===== src/rtl/alu_pkg.sv =====
// alu_pkg: constants shared by the ALU arbiter and its clients.
//   OP_*  : 3-bit ALU opcodes as driven on alu_os
//   REQ_* : requester indices, also the encoding of the round-robin pointer
package alu_pkg;

  localparam logic [2:0] OP_ADD = 3'b000;
  localparam logic [2:0] OP_OR  = 3'b001;
  localparam logic [2:0] OP_AND = 3'b010;
  localparam logic [2:0] OP_XOR = 3'b011;
  localparam logic [2:0] OP_NOR = 3'b100;
  localparam logic [2:0] OP_SHL = 3'b101;
  localparam logic [2:0] OP_ROT = 3'b110;
  localparam logic [2:0] OP_NOP = 3'b111;

  localparam logic REQ_A = 1'b0;
  localparam logic REQ_B = 1'b1;

endpackage


===== src/rtl/alu_arb_slot.sv =====
// alu_arb_slot: per-requester tracking for the shared ALU.
// Holds the in-flight flag for an operation issued last cycle and the
// one-entry response slot that captures alu_rd on the following cycle.
//   clk, reset     : clock, synchronous active-high reset
//   issue          : this requester is granted this cycle
//   alu_rd         : registered ALU result (valid the cycle after issue)
//   rsp_ready      : requester consumes the slot this cycle
//   eligible       : requester may be granted this cycle
//   rsp_valid/rd/zero : response slot contents
module alu_arb_slot #(
  parameter int W = 32
) (
  input  logic         clk,
  input  logic         reset,
  input  logic         issue,
  input  logic [W-1:0] alu_rd,
  input  logic         rsp_ready,
  output logic         eligible,
  output logic         rsp_valid,
  output logic [W-1:0] rsp_rd,
  output logic         rsp_zero
);

  logic         inflight;
  logic         slot_valid;
  logic [W-1:0] slot_rd;
  logic         slot_zero;

  // A new grant is allowed in the pop cycle: the slot frees at the same
  // edge the new operation is issued, and its result lands a cycle later.
  assign eligible = !inflight && (!slot_valid || rsp_ready);

  // NOTE: state registers use non-blocking assignments so every register
  // samples pre-edge values regardless of statement order.
  always_ff @(posedge clk) begin
    if (reset) begin
      inflight   <= 1'b0;
      slot_valid <= 1'b0;
      // NOTE: the result registers are reset too (not just the valid bit)
      // so rsp_rd/rsp_zero read 0 out of reset; a discarded in-flight
      // result is dropped because inflight clears here.
      slot_rd    <= '0;
      slot_zero  <= 1'b0;
    end else begin
      inflight <= issue;
      if (inflight) begin
        // Capture outranks a same-cycle pop: the old entry leaves, the new
        // one takes its place.
        slot_valid <= 1'b1;
        slot_rd    <= alu_rd;
        slot_zero  <= (alu_rd == '0);
      end else if (slot_valid && rsp_ready) begin
        slot_valid <= 1'b0;
      end
    end
  end

  assign rsp_valid = slot_valid;
  assign rsp_rd    = slot_rd;
  assign rsp_zero  = slot_zero;

endmodule


===== src/rtl/alu_arb.sv =====
// alu_arb: round-robin arbiter sharing one single-cycle-latency ALU between
// requester A (execute) and requester B (address/aux unit).
//   clk, reset                 : clock, synchronous active-high reset
//   x_req_valid/ready          : request handshake (ready == grant), x = a/b
//   x_req_op/sr1/sr2/shift     : operation to issue
//   x_rsp_valid/ready          : response handshake from the per-requester slot
//   x_rsp_rd/zero              : result and result==0 flag
//   alu_os/sr1/sr2/shift       : ALU inputs, driven from the granted requester
//   alu_rd                     : ALU registered result, one cycle after issue
module alu_arb
  import alu_pkg::*;
#(
  parameter int W = 32
) (
  input  logic         clk,
  input  logic         reset,

  input  logic         a_req_valid,
  output logic         a_req_ready,
  input  logic [2:0]   a_req_op,
  input  logic [W-1:0] a_req_sr1,
  input  logic [W-1:0] a_req_sr2,
  input  logic [W-1:0] a_req_shift,
  output logic         a_rsp_valid,
  input  logic         a_rsp_ready,
  output logic [W-1:0] a_rsp_rd,
  output logic         a_rsp_zero,

  input  logic         b_req_valid,
  output logic         b_req_ready,
  input  logic [2:0]   b_req_op,
  input  logic [W-1:0] b_req_sr1,
  input  logic [W-1:0] b_req_sr2,
  input  logic [W-1:0] b_req_shift,
  output logic         b_rsp_valid,
  input  logic         b_rsp_ready,
  output logic [W-1:0] b_rsp_rd,
  output logic         b_rsp_zero,

  output logic [W-1:0] alu_sr1,
  output logic [W-1:0] alu_sr2,
  output logic [W-1:0] alu_shift,
  output logic [2:0]   alu_os,
  input  logic [W-1:0] alu_rd
);

  logic prio;
  logic elig_a, elig_b;
  logic want_a, want_b;
  logic grant_a, grant_b;

  // Grants are suppressed while reset is high so no request is accepted
  // into state that is being cleared.
  assign want_a = a_req_valid && elig_a && !reset;
  assign want_b = b_req_valid && elig_b && !reset;

  assign grant_a = want_a && (!want_b || prio == REQ_A);
  assign grant_b = want_b && (!want_a || prio == REQ_B);

  assign a_req_ready = grant_a;
  assign b_req_ready = grant_b;

  always_ff @(posedge clk) begin
    if (reset)        prio <= REQ_A;
    else if (grant_a) prio <= REQ_B;
    else if (grant_b) prio <= REQ_A;
  end

  // NOTE: every output of this always_comb gets a default first, so no
  // path leaves a value unassigned and no latch is inferred.
  always_comb begin
    alu_os    = OP_NOP;
    alu_sr1   = '0;
    alu_sr2   = '0;
    alu_shift = '0;
    if (grant_a) begin
      alu_os    = a_req_op;
      alu_sr1   = a_req_sr1;
      alu_sr2   = a_req_sr2;
      alu_shift = a_req_shift;
    end else if (grant_b) begin
      alu_os    = b_req_op;
      alu_sr1   = b_req_sr1;
      alu_sr2   = b_req_sr2;
      alu_shift = b_req_shift;
    end
  end

  alu_arb_slot #(.W(W)) u_slot_a (
    .clk       (clk),
    .reset     (reset),
    .issue     (grant_a),
    .alu_rd    (alu_rd),
    .rsp_ready (a_rsp_ready),
    .eligible  (elig_a),
    .rsp_valid (a_rsp_valid),
    .rsp_rd    (a_rsp_rd),
    .rsp_zero  (a_rsp_zero)
  );

  alu_arb_slot #(.W(W)) u_slot_b (
    .clk       (clk),
    .reset     (reset),
    .issue     (grant_b),
    .alu_rd    (alu_rd),
    .rsp_ready (b_rsp_ready),
    .eligible  (elig_b),
    .rsp_valid (b_rsp_valid),
    .rsp_rd    (b_rsp_rd),
    .rsp_zero  (b_rsp_zero)
  );

endmodule

===== config.mk =====
export PLATFORM = sky130hd
export DESIGN_NAME = alu_arb
export DESIGN_NICKNAME = d
export VERILOG_FILES = /design/src/rtl/alu_pkg.sv /design/src/rtl/alu_arb_slot.sv /design/src/rtl/alu_arb.sv
export SDC_FILE = /design/constraint.sdc
export NUM_CORES = 1
export LEC_CHECK = 0
export BUFFER_PORTS_ARGS = -buffer_cell sky130_fd_sc_hd__buf_2
export CAP_MARGIN = 15
export CORE_AREA = 2 2 159 161
export DETAILED_ROUTE_END_ITERATION = 12
export DIE_AREA = 0 0 161 163
export SKIP_LAST_GASP = 1
export SLEW_MARGIN = 20
export SYNTH_ARGS = -nofsm -noshare
export SYNTH_HDL_FRONTEND = slang
export SYNTH_SLANG_ARGS = --single-unit

===== constraint.sdc =====
create_clock -name clk -period 2.35 [get_ports clk]
set_input_delay 0.1175 -clock clk [delete_from_list [all_inputs] [get_ports clk]]
set_output_delay 0.1175 -clock clk [all_outputs]
set_load 0.01 [all_outputs]

* After elaboration in Yosys (flattened, before gate mapping)
Index checks and enable logic that the tools add are counted.
** Storage, ports and cells
- Flip-flop bits (word level) :: 71
- Bits in latches :: 0
- Bits in writable memories :: 0
- ROM bits :: 0
- Input port bits :: 236
- Output and inout port bits :: 169
- Logic and storage cells :: 49
- Memories :: 0
** Cells by class
- $add $sub $neg :: 0
- Multiply operators :: 0
- Div/mod/pow operators :: 0
- $lt $le $gt $ge :: 0
- Equal/unequal tests :: 0
- Shift-type cells :: 0
- Mux-type cells :: 14
- Bitwise operators :: 1
- Reductions and logical operators :: 25
** Operators by type and width (number)
- $mux 32 :: 6
- $logic_not 32->1 :: 1
- $logic_and 1x1->1 :: 10
- $logic_not 1->1 :: 7
- $mux 1 :: 6
- $mux 3 :: 2
- $reduce_bool 2->1 :: 3
- $logic_or 1x1->1 :: 4
- $not 1->1 :: 1

* Logic depth before layout (Yosys ltp)
- Depth after elaboration :: 10
- Depth in mapped cells :: 7

* Modules after synthesis
Synthesis repeated with hierarchy kept, for this count alone.
** Second synthesis, totals
- Cells, all modules :: 379
- Area total of the unflattened synthesis :: 3652.3 um^2
** By module, submodules not included
- alu_arb_slot :: times used 2, cells an instance 124, area an instance 1286.2 um^2, sequential area each 700.7 um^2
- alu_arb :: times used 1, cells an instance 131, area an instance 1079.8 um^2, sequential area each 20.0 um^2

* Worst setup path before layout
Ideal clock, no wire load.
- Path kind :: flip-flop to output port
- Start :: register u_slot_a.inflight
- End :: output alu_sr1[0]
- Data arrival time :: 1.709 ns
- Slack :: 0.524 ns
- Cell stages (with the launch flop) :: 8
- Path through :: dfxtp_1 buf_6 or4b_4 a21o_1 inv_2 buf_6 buf_6 a22o_1
** On the way
- Word-level cells in the longest chain between the ends :: 9
** RTL lines
- start: declaration :: RTL line alu_arb_slot.sv:24 : logic inflight;
- start signal: assignment :: RTL line alu_arb_slot.sv:45 : inflight <= issue;
- $logic_not 1->1 (*) :: RTL line alu_arb_slot.sv:31 : assign eligible = !inflight && (!slot_valid || rsp_ready);
- $logic_and 1x1->1 (*) :: RTL line alu_arb_slot.sv:31
- $logic_and 1x1->1 (*) (2 in series) :: RTL line alu_arb.sv:54 : assign want_a = a_req_valid && elig_a && !reset;
- $logic_not 1->1 :: RTL line alu_arb.sv:58 : assign grant_b = want_b && (!want_a || prio == REQ_B);
- $logic_or 1x1->1 :: RTL line alu_arb.sv:58
- $logic_and 1x1->1 :: RTL line alu_arb.sv:58
- $mux 32 :: RTL line alu_arb.sv:81 : end else if (grant_b) begin
- $mux 32 (*) :: RTL line alu_arb.sv:76 : if (grant_a) begin
- end: declaration :: RTL line alu_arb.sv:40 : output logic [W-1:0] alu_sr1,
Every way passes the cells marked *; elsewhere a longest branch is shown, timed or not.

* Worst setup path after layout
- Start :: register u_slot_a.slot_valid, in the netlist u_slot_a.rsp_valid
- End :: output alu_sr1[18]
** On the way
- Word-level cells in the longest chain between the ends :: 10
** RTL lines
- start: declaration :: RTL line alu_arb_slot.sv:25 : logic slot_valid;
- start signal: assignment :: RTL line alu_arb_slot.sv:38 : slot_valid <= 1'b0;
- start signal: assignment :: RTL line alu_arb_slot.sv:49 : slot_valid <= 1'b1;
- start signal: assignment :: RTL line alu_arb_slot.sv:53 : slot_valid <= 1'b0;
- $logic_not 1->1 (*) :: RTL line alu_arb_slot.sv:31
- $logic_or 1x1->1 (*) :: RTL line alu_arb_slot.sv:31
- $logic_and 1x1->1 (*) :: RTL line alu_arb_slot.sv:31
- $logic_and 1x1->1 (*) (2 in series) :: RTL line alu_arb.sv:54
- $logic_not 1->1 :: RTL line alu_arb.sv:58
- $logic_or 1x1->1 :: RTL line alu_arb.sv:58
- $logic_and 1x1->1 :: RTL line alu_arb.sv:58
- $mux 32 :: RTL line alu_arb.sv:81
- $mux 32 (*) :: RTL line alu_arb.sv:76
Marked as above.

==> out/qor_table.md <==
| Item | This run |
|:---|:---|
| Leakage power | 3.38 nW |
| Setup Viol. Count Final | 0 |
| Hold_sp | alu_rd[0] |
| Tmin final | 2330 ps |
| Effective utilization at floorplan | 14.6% |
| Final worst-path cycle share | 99.3% |
| Number of standard cells in the final layout excluding fillers | 1,101 |
| Power per cell area | 584 nW/um^2 |
| Worst setup path class | reg -> out |
| Total Die Area | 26,200 sq um |
| Top FF cell, synth | dfxtp_1 |
| Least setup slack across all paths after layout | 15.8 ps |
| Worst slack after detailed placement | 196 ps |
| Clock transition at the registers of the reported paths | 60 ps |
| Timing-limited maximum frequency | 428 MHz |
| Vias post-DR | 4,603 |
| Number of nets still failing antenna checks after routing | 0 |
| Remaining design rule violation count | 0 |
| Class of the most critical hold timing path | in -> reg |
| Transition at the pin with the smallest max-transition slack | 732 ps |
| Standard cell core area | 24,700 sq um |
| Placed insts | 1,076 |
| Most frequent standard cell in the layout excluding fill and tap cells | buf_2 |
| Vias/cell | 4.18 |
| Pin count of the biggest net entering global routing | 70 |
| Post-synthesis net count | 602 |
| Internal power | 2.70 mW |
| Clock skew after layout | 8.15 ps |
| Mapped Avg Cell Area | 9.86 sq um |
| Area growth from synthesis to layout | 77.7% |
| Launching point of the worst reg2reg path | u_slot_a.rsp_valid |
| Nature of the critical path endpoint | output port |
| Number of warning messages in the yosys log | 0 |
| Worst IR Drop VDD | 0.406 mV |
| Iteration-0 DRC Markers | 279 |
| Post-synthesis cell count | 366 |
| Layout cell share with drive strength beyond 1 | 58.3% |
| Slack of the worst reg-to-reg path | 890 ps |
| Portion of total power attributed to sequential cells | 34.6% |
| Number of synthesized flops with an enable pin | 0 |
| CTS root buffer | clkbuf_16 |
| Number of I/O pins | 405 |
| Outcome | complete, no violations |
| Sinks on the clock net | 71 |
| H-tree depth reported by CTS | 3 |
| RSZ-0062 raised after global routing | yes |
| Router iterations before antenna repair | 4 |
| Vias in the first global route | 4,141 |
| Remaining global-route overflow | 0 |
| Clock network power share | 39.5% |
| Highest net fanout along the worst path | 11 |
| DR WL/cell | 19.2 microns |
| Arrival time worst endpoint | 2220 ps |
| Async set-reset flop share out of synthesis | 0% |
| Placer Congestion | 0.804 |
| FF-to-FF path depth | 5 |
| Global-route wire length before repair | 27,900 microns |
| # nets final | 999 |
| Max Cap Violations | 0 |
| Number of antenna violations at the first check in global routing | 15 |
| Number of buffers created by CTS | 9 |
| Number of unique standard cell types used by synthesis | 23 |
| Number of synthesized register bits | 71 |
| Combinational Power Share | 25.9% |
| Count of final hold-check violations | 0 |
| Clock Latency Late Sink | 340 ps |
| HPWL after DPL | 17,300 microns |
| Die Span Y | 163 microns |
| Setup crit start kind | flop |
| Sequential cell area | 1420 sq um |
| Clock tree from TritonCTS | done |
| Slew Limit Fails | 0 |
| Count of input and output buffers | 404 |
| Relative slew slack | 51.2% |
| Area of the multi-input gates | 1970 sq um |
| Worst setup path end | alu_sr1[18] |
| Die X-Extent | 161 microns |
| Aggregate global-route resource usage | 14.6% |
| Total number of placement rows | 58 |
| Seq/Total Area, Yosys | 39.4% |
| Switching power | 1.05 mW |
| Most frequent cells in the layout | 404 x buf_2, 96 x a22o_1, 69 x dfxtp_1 |
| Worst flop-to-flop path endpoint | u_slot_b.inflight |
| WP data required | 2230 ps |
| Post-synthesis instance area | 3610 sq um |
| Critical Path Start | u_slot_a.rsp_valid |
| Maximum buffer depth of the clock tree | 2 |
| Post-detailed-routing wire length | 21,100 microns |
| Number of inserted filler cells in the final layout | 2,718 |
| Switching fraction of total power | 28.0% |
cell families (layout without fill, tap and decap cells):
group                  count (synthesis)  after routing  synth area share, %
other                                  0              3                    0
AOI/OAI and AO/OA                    105            105                 25.5
and+or+nand+nor                       86             86                 11.0
muxes                                 64             64                 17.8
buffers and inverters                 40            442                 6.31
DFF                                   71             71                 39.4
layout make-up:
type | instances | share of cell area (%)
Timing Repair Buffer | 422 | 35.1
Multi-Input combinational cell | 255 | 30.7
Sequential cell | 71 | 22.2
Tap cell | 330 | 6.44
Clock buffer | 10 | 3.73
Clock inverter | 6 | 1.31
Inverter | 4 | 0.429
Antenna cell | 3 | 0.117
cells in the mapped netlist (all sizes together) (2+ instances only):
library cell	count	area share, %
inv	4	0.42
o22ai	2	0.35
a22o	96	23
nand2b	4	0.69
dfxtp	71	39
nor2	66	6.9
mux2i	64	18
buf	20	4.2
nand4	2	0.35
nor4	8	1.4
nor2b	3	0.52
o22a	3	0.73
clkbuf	16	1.7
power groups by stage:
stage / sequential [mW] / combinational [mW] / clock [mW]
after global routing: 1.30 / 1.05 / 1.57
after detailed placement: 1.32 / 0.935 / 0
after global placement: 1.32 / 0.932 / 0
after floorplan: 1.35 / 0.433 / 0
final: 1.30 / 0.971 / 1.48
after CTS: 1.30 / 0.959 / 1.54
through the flow:
step	util (%)	hold WS, ps	TNS [ps]	power [mW]	cell area [sq um]
detailed placement	24.1	396	0	2.26	5950
floorplan	-	265	0	1.78	3610
CTS	25.7	27.6	-126	3.79	6350
global route	26.0	59.3	-1290	3.92	6400
global placement	24.1	386	0	2.25	5950
finish	26.0	46.9	0	3.75	6410
routing by layer:
| layer | up-vias | wire, microns | GRT usage (%) |
|---|---|---|---|
| met5 | - | 25 | 0 |
| met1 | 2131 | 8530 | 17.9 |
| met4 | 6 | 375 | 3.86 |
| met3 | 31 | 2230 | 5.22 |
| li1 | 2168 | - | - |
| met2 | 267 | 9940 | 24.4 |
state kept, by name (all words and copies together), names as in the netlist:
| name | flops |
|---|---|
| u_slot_a.rsp_rd | 32 |
| u_slot_b.rsp_rd | 32 |
| prio | 1 |
| u_slot_a.inflight | 1 |
| u_slot_a.rsp_valid | 1 |
| u_slot_a.rsp_zero | 1 |
| u_slot_b.inflight | 1 |
| u_slot_b.rsp_valid | 1 |
| u_slot_b.rsp_zero | 1 |
how the worst min path moves through the flow:
stage                               end  slack, ps  depth (start not counted)
floorplan           u_slot_a.rsp_rd[28]        260                          2
global placement    u_slot_b.rsp_rd[28]        390                          3
detailed placement  u_slot_b.rsp_rd[20]        400                          3
CTS                  u_slot_a.rsp_rd[5]         30                          3
global route        u_slot_a.rsp_rd[29]         60                          3
finish               u_slot_b.rsp_rd[0]         50                          3
worst max-delay path: stages (launching register included):
cell and delay, ps:
dfxtp_1 310, nor2b_1 140, or4b_4 520, a21o_4 250, inv_8 130, buf_6 160
a22o_1 210, buf_2 160
timing repair:
item	4_1_cts	5_1_grt
resized for setup	5	5
setup endpoints to repair	93	96
pin swaps	1	1
buffers inserted	3	0
cloned	1	2
hold buffers	0	0
Note: power is estimated with default switching activity, not from simulation.
